$ cat src/rtl/wb_arbiter2_if.sv
// wb_arbiter2_if: one Wishbone classic port (cycle, strobe, address/data, ack/err).
interface wb_arbiter2_if #(
    parameter int adr_width = 32,
    parameter int dat_width = 32
);
    logic                   cyc;
    logic                   stb;
    logic                   we;
    logic [adr_width-1:0]   adr;
    logic [dat_width-1:0]   dat_w;
    logic [dat_width/8-1:0] sel;
    logic [dat_width-1:0]   dat_r;
    logic                   ack;
    logic                   err;
    modport master (output cyc, stb, we, adr, dat_w, sel, input dat_r, ack, err);
    modport slave  (input cyc, stb, we, adr, dat_w, sel, output dat_r, ack, err);
endinterface

$ cat src/rtl/wb_arbiter2.sv
// wb_arbiter2: two-master round-robin Wishbone classic arbiter with ack watchdog.
module wb_arbiter2 #(
    parameter int adr_width      = 32,
    parameter int dat_width      = 32,
    parameter int timeout_cycles = 255
) (
    input  logic          clk,
    input  logic          rst,
    wb_arbiter2_if.slave  m0,
    wb_arbiter2_if.slave  m1,
    wb_arbiter2_if.master s,
    output logic [1:0]    grant
);
    localparam int cw = timeout_cycles > 0 ? $clog2(timeout_cycles + 1) : 1;
    localparam int sw = dat_width / 8;
    typedef enum logic [1:0] {IDLE, GNT0, GNT1} state_t;
    state_t        state, state_nx;
    logic          last_m1, last_m1_nx;
    logic [1:0]    grant_q;
    logic [cw-1:0] wd_cnt;
    logic          wd_err, wd_clr;
    always_ff @(posedge clk or negedge rst) begin
        if (!rst) begin
            state   <= IDLE;
            last_m1 <= 1'b1;
            grant_q <= 2'b00;
            wd_cnt  <= '0;
        end else begin
            state   <= state_nx;
            last_m1 <= last_m1_nx;
            grant_q <= grant;
            wd_cnt  <= wd_clr ? '0 : wd_cnt + cw'(1);
        end
    end
    always_comb begin
        state_nx   = state;
        last_m1_nx = last_m1;
        case (state)
            IDLE: state_nx = (m0.cyc && (!m1.cyc || last_m1)) ? GNT0 : m1.cyc ? GNT1 : IDLE;
            GNT0: if (!m0.cyc) begin
                state_nx   = m1.cyc ? GNT1 : IDLE;
                last_m1_nx = 1'b0;
            end
            GNT1: if (!m1.cyc) begin
                state_nx   = m0.cyc ? GNT0 : IDLE;
                last_m1_nx = 1'b1;
            end
            default: state_nx = IDLE;
        endcase
    end
    // Bus mux follows the registered grant; a zero grant parks the slave side at all-zero.
    always_comb begin
        grant   = {state == GNT1, state == GNT0};
        s.cyc   = grant[0] ? m0.cyc : grant[1] & m1.cyc;
        s.stb   = grant[0] ? m0.stb : grant[1] & m1.stb;
        s.we    = grant[0] ? m0.we  : grant[1] & m1.we;
        s.adr   = grant[0] ? m0.adr   : grant[1] ? m1.adr   : adr_width'(0);
        s.dat_w = grant[0] ? m0.dat_w : grant[1] ? m1.dat_w : dat_width'(0);
        s.sel   = grant[0] ? m0.sel   : grant[1] ? m1.sel   : sw'(0);
        wd_err  = timeout_cycles != 0 && wd_cnt == cw'(timeout_cycles);
        wd_clr  = timeout_cycles == 0 || s.ack || s.err || !(s.cyc && s.stb) || grant != grant_q || wd_err;
        m0.dat_r = s.dat_r;
        m1.dat_r = s.dat_r;
        m0.ack  = s.ack & grant[0];
        m1.ack  = s.ack & grant[1];
        m0.err  = (s.err | (wd_err & ~s.ack)) & grant[0];
        m1.err  = (s.err | (wd_err & ~s.ack)) & grant[1];
    end
endmodule

$ cat src/flat_wrapper.sv
// flat-port wrapper written by rule: the top's interface ports become plain ports
module wb_arbiter2_flat 
#(
    parameter int adr_width      = 32,
    parameter int dat_width      = 32,
    parameter int timeout_cycles = 255
)
  (clk, rst, grant, m0_cyc, m0_stb, m0_we, m0_adr, m0_dat_w, m0_sel, m0_dat_r, m0_ack, m0_err, m1_cyc, m1_stb, m1_we, m1_adr, m1_dat_w, m1_sel, m1_dat_r, m1_ack, m1_err, s_cyc, s_stb, s_we, s_adr, s_dat_w, s_sel, s_dat_r, s_ack, s_err);
  wb_arbiter2_if #(.adr_width(adr_width), .dat_width(dat_width)) m0_i ();
  wb_arbiter2_if #(.adr_width(adr_width), .dat_width(dat_width)) m1_i ();
  wb_arbiter2_if #(.adr_width(adr_width), .dat_width(dat_width)) s_i ();
  input  logic clk;
  input  logic rst;
  output logic [1:0] grant;
  input wire logic [$bits(m0_i.cyc)-1:0] m0_cyc;
  input wire logic [$bits(m0_i.stb)-1:0] m0_stb;
  input wire logic [$bits(m0_i.we)-1:0] m0_we;
  input wire logic [$bits(m0_i.adr)-1:0] m0_adr;
  input wire logic [$bits(m0_i.dat_w)-1:0] m0_dat_w;
  input wire logic [$bits(m0_i.sel)-1:0] m0_sel;
  output wire logic [$bits(m0_i.dat_r)-1:0] m0_dat_r;
  output wire logic [$bits(m0_i.ack)-1:0] m0_ack;
  output wire logic [$bits(m0_i.err)-1:0] m0_err;
  input wire logic [$bits(m1_i.cyc)-1:0] m1_cyc;
  input wire logic [$bits(m1_i.stb)-1:0] m1_stb;
  input wire logic [$bits(m1_i.we)-1:0] m1_we;
  input wire logic [$bits(m1_i.adr)-1:0] m1_adr;
  input wire logic [$bits(m1_i.dat_w)-1:0] m1_dat_w;
  input wire logic [$bits(m1_i.sel)-1:0] m1_sel;
  output wire logic [$bits(m1_i.dat_r)-1:0] m1_dat_r;
  output wire logic [$bits(m1_i.ack)-1:0] m1_ack;
  output wire logic [$bits(m1_i.err)-1:0] m1_err;
  output wire logic [$bits(s_i.cyc)-1:0] s_cyc;
  output wire logic [$bits(s_i.stb)-1:0] s_stb;
  output wire logic [$bits(s_i.we)-1:0] s_we;
  output wire logic [$bits(s_i.adr)-1:0] s_adr;
  output wire logic [$bits(s_i.dat_w)-1:0] s_dat_w;
  output wire logic [$bits(s_i.sel)-1:0] s_sel;
  input wire logic [$bits(s_i.dat_r)-1:0] s_dat_r;
  input wire logic [$bits(s_i.ack)-1:0] s_ack;
  input wire logic [$bits(s_i.err)-1:0] s_err;
  assign m0_i.cyc = m0_cyc;
  assign m0_i.stb = m0_stb;
  assign m0_i.we = m0_we;
  assign m0_i.adr = m0_adr;
  assign m0_i.dat_w = m0_dat_w;
  assign m0_i.sel = m0_sel;
  assign m0_dat_r = m0_i.dat_r;
  assign m0_ack = m0_i.ack;
  assign m0_err = m0_i.err;
  assign m1_i.cyc = m1_cyc;
  assign m1_i.stb = m1_stb;
  assign m1_i.we = m1_we;
  assign m1_i.adr = m1_adr;
  assign m1_i.dat_w = m1_dat_w;
  assign m1_i.sel = m1_sel;
  assign m1_dat_r = m1_i.dat_r;
  assign m1_ack = m1_i.ack;
  assign m1_err = m1_i.err;
  assign s_cyc = s_i.cyc;
  assign s_stb = s_i.stb;
  assign s_we = s_i.we;
  assign s_adr = s_i.adr;
  assign s_dat_w = s_i.dat_w;
  assign s_sel = s_i.sel;
  assign s_i.dat_r = s_dat_r;
  assign s_i.ack = s_ack;
  assign s_i.err = s_err;
  wb_arbiter2 #(.adr_width(adr_width), .dat_width(dat_width), .timeout_cycles(timeout_cycles)) u_core (.clk(clk), .rst(rst), .m0(m0_i), .m1(m1_i), .s(s_i), .grant(grant));
endmodule
$ cat config.mk
export PLATFORM = sky130hd
export DESIGN_NAME = wb_arbiter2_flat
export DESIGN_NICKNAME = d
export VERILOG_FILES = /design/src/rtl/wb_arbiter2_if.sv /design/src/rtl/wb_arbiter2.sv /design/src/flat_wrapper.sv
export SDC_FILE = /design/constraint.sdc
export NUM_CORES = 1
export LEC_CHECK = 0
export BUFFER_PORTS_ARGS = -buffer_cell sky130_fd_sc_hd__buf_2
export CAP_MARGIN = 20
export CORE_AREA = 2 2 123 125
export DETAILED_ROUTE_END_ITERATION = 8
export DIE_AREA = 0 0 125 127
export SLEW_MARGIN = 20
export SYNTH_ARGS = -nofsm -noshare
export SYNTH_HDL_FRONTEND = slang
export SYNTH_SLANG_ARGS = --single-unit
$ cat constraint.sdc
create_clock -name clk -period 3.8 [get_ports clk]
set_clock_uncertainty 0.1 [all_clocks]
set_input_delay 0.57 -clock clk [delete_from_list [all_inputs] [get_ports clk]]
set_output_delay 0.57 -clock clk [all_outputs]
set_load 0.02 [all_outputs]
==> metrics.yaml <==
clocking:
  cts_sinks: 13
  clk_path_buf_depth: 2
  cts-resized-gates: 0
  cts_hold_buf: 0
  clockRootBuffer: "clkbuf_16"
  postCtsSetupBuffers: 0
  cts_buffers: 3
  htreeDepth: 1
  clkTransAtPathRegs_ps: 40
  cts_tree: "yes"
  clk_latency_ps: 240
floorplan:
  io_pins: 319
  coreArea_sq_um: 14400
  die_x_microns: 125
  die_height_microns: 127
  die_area_sq_um: 15900
  rows: 44
  start_util_pct: 13.0
drt:
  wl_met1_mm: 3.95
  antenna_left: 0
  route.met2.wl_mm: 4.75
  wl_mm: 9.90
  num_vias: 2270
  dr_wl_met3_mm: 1.11
  detail_route.iter0.violations: 61
  firstDrtPassIters: 4
  routed.top_layer: "met5"
  viasPerCell: 4.15
  drc: 0
  wl_per_cell_microns: 18.1
grt:
  grt_pass1_wl_mm: 13.9
  grt_pass1_vias: 2190
  grt_max_degree: 47
  grt_antenna_before_repair: 1
  gr-total-overflow: 0
  grt_usage_pct: 11.3
synth:
  synth_ff_type: "dfrtp_1"
  ys_types: 33
  synth_warnings: 0
  yosys.area.top_type: "a22o_1"
  netlist_area_sq_um: 1870
  synth.top_cells.by_area: "a22o_1 33%, buf_4 26%, dfrtp_1 16%"
  synth_edf_count: 0
  ys_seq_area_share_pct: 17.5
  avgSynthCellArea_sq_um: 8.61
  yosysMostFrequentCell: "a22o_1"
  netlist.area_leader.share_pct: 33.3
  ys_seq_elements: 13
  syn-num-nets: 396
  syn_inst: 217
  async_reset_ff_share_pct: 100
  synth_common_cells: "71 x a22o_1, 65 x buf_4, 14 x buf_2, 12 x dfrtp_1, 7 x nor2_1"
power:
  p_sw_mw: 0.474
  sw_frac_of_total_pct: 45.7
  p_int_mw: 0.562
  power.leakage_nw: 1.55
  p_per_area_nw_per_um2: 377
  pwr-share-comb_pct: 65.3
  ir_drop_v: 0.000216
  clkPwrFrac_pct: 18.7
  seq_power_share_pct: 16.0
finish:
  synthToLayoutAreaGrowth_pct: 47.3
  nFillCells: 1642
  final_nets: 543
  stdcell_area_sq_um: 2750
  regArea_sq_um: 327
  drive_gt1_share_pct: 64.5
  diodes: 0
  multiInputGateArea_sq_um: 953
critical_path:
  startpoint_type: "flip-flop"
  worstSetupEndpointType: "output pin"
  critPathMaxFanout: 46
  crit_required_ps: 3130
  cp.arrival_ps: 2140
  crit_type: "flip-flop to output pin"
timing:
  slew_headroom_pct: 55.7
  whs_ps: 109
  tns_ps: 0
  fmax_mhz: 356
  finalSetupViolations: 0
  rsz0062_at_grt: "false"
  fin_crit_ps: 2810
  hold_viol: 0
  finalMaxSlewViolations: 0
  worst_pin_slew_ps: 664
  fin_crit_sh_pct: 74.0
run_status:
  status: "complete, no violations"
worst_hold_path:
  hold_class: "input pin to async pin"
place:
  placed_area_sq_um: 2670
  portBuffers: 222
  dpl.hpwl_mm: 8.41
  gp_congestion: 0.950
flow_run:
  drv_cap: 0
-- sequential cells by signal, summed over array words and instances, names as in the netlist --
register and count:
u_core.grant_q 2, u_core.state 2, u_core.last_m1 1, u_core.wd_cnt 8
-- area by class of cell --
type,count,area share [%]
sequential,13,11.9
tap,184,8.37
multi-input combinational,119,34.7
timing repair buffer,224,41.8
inverter,3,0.409
clock buffer,4,2.86
-- critical path, cell delays in order, from the launching register on --
cell	delay, ps
dfrtp_1	460
and2b_2	670
buf_12	300
a22o_1	250
buf_2	200
-- cells by family after synthesis --
logic type,Yosys count,synth area share [%]
buf+inv,85,31.5
flops,13,17.5
simple gates,30,9.65
fa+ha+maj,1,0.670
compound gates,82,37.9
xor+xnor,6,2.81
-- final timing paths --
path                       slack, ps               end  cells after the start             start
min                              110  u_core.wd_cnt[1]                      1               rst
max                              990       s_dat_w[19]                      4   u_core.state[1]
max reg2reg                     1750  u_core.wd_cnt[5]                      4   u_core.state[0]
min in group clk                 410  u_core.wd_cnt[0]                      1  u_core.wd_cnt[0]
min reg2reg                      410  u_core.wd_cnt[0]                      1  u_core.wd_cnt[0]
max in group asynchronous       3210    u_core.last_m1                      1               rst
-- power by group through the flow --
stage	Combinational [mW]	Clock (mW)	Sequential, mW
2_1_floorplan	0.516	0	0.162
3_3_place_gp	0.683	0	0.167
3_5_place_dp	0.682	0	0.168
4_1_cts	0.686	0.199	0.166
5_1_grt	0.721	0.208	0.168
6_report	0.676	0.194	0.166
-- per-layer routing --
layer,vias to the layer above,global-route usage (%)
met3,8,3.81
li1,1039,-
met2,181,19.6
met1,1040,14.1
met5,-,0
met4,2,1.37
-- through the flow --
stage          utilization [%]  instances  power [mW]  setup WS (ps)
5_1_grt                   19.1        547        1.10            859
6_report                  19.1        547        1.04            989
2_1_floorplan                -        217       0.679           1630
3_5_place_dp              18.5        543       0.850           1230
4_1_cts                   19.1        547        1.05            972
3_3_place_gp              18.5        543       0.850           1260
-- placed cells by master, fill, tap and decap left out, drive strengths merged, types with 2 or more instances in the layout --
cell type | netlist | final
clkbuf | 2 | 4
dfrtp | 12 | 12
buf | 80 | 224
nor2b | 2 | 2
inv | 3 | 3
nor2 | 7 | 7
nand2 | 2 | 2
xnor2 | 2 | 2
nor3 | 2 | 2
nand4 | 3 | 3
and2b | 3 | 3
xor2 | 4 | 4
a21oi | 2 | 2
a22o | 72 | 72
a311oi | 2 | 2
o21ai | 2 | 2
and2 | 4 | 4
Note: power is estimated with default switching activity, not from simulation.
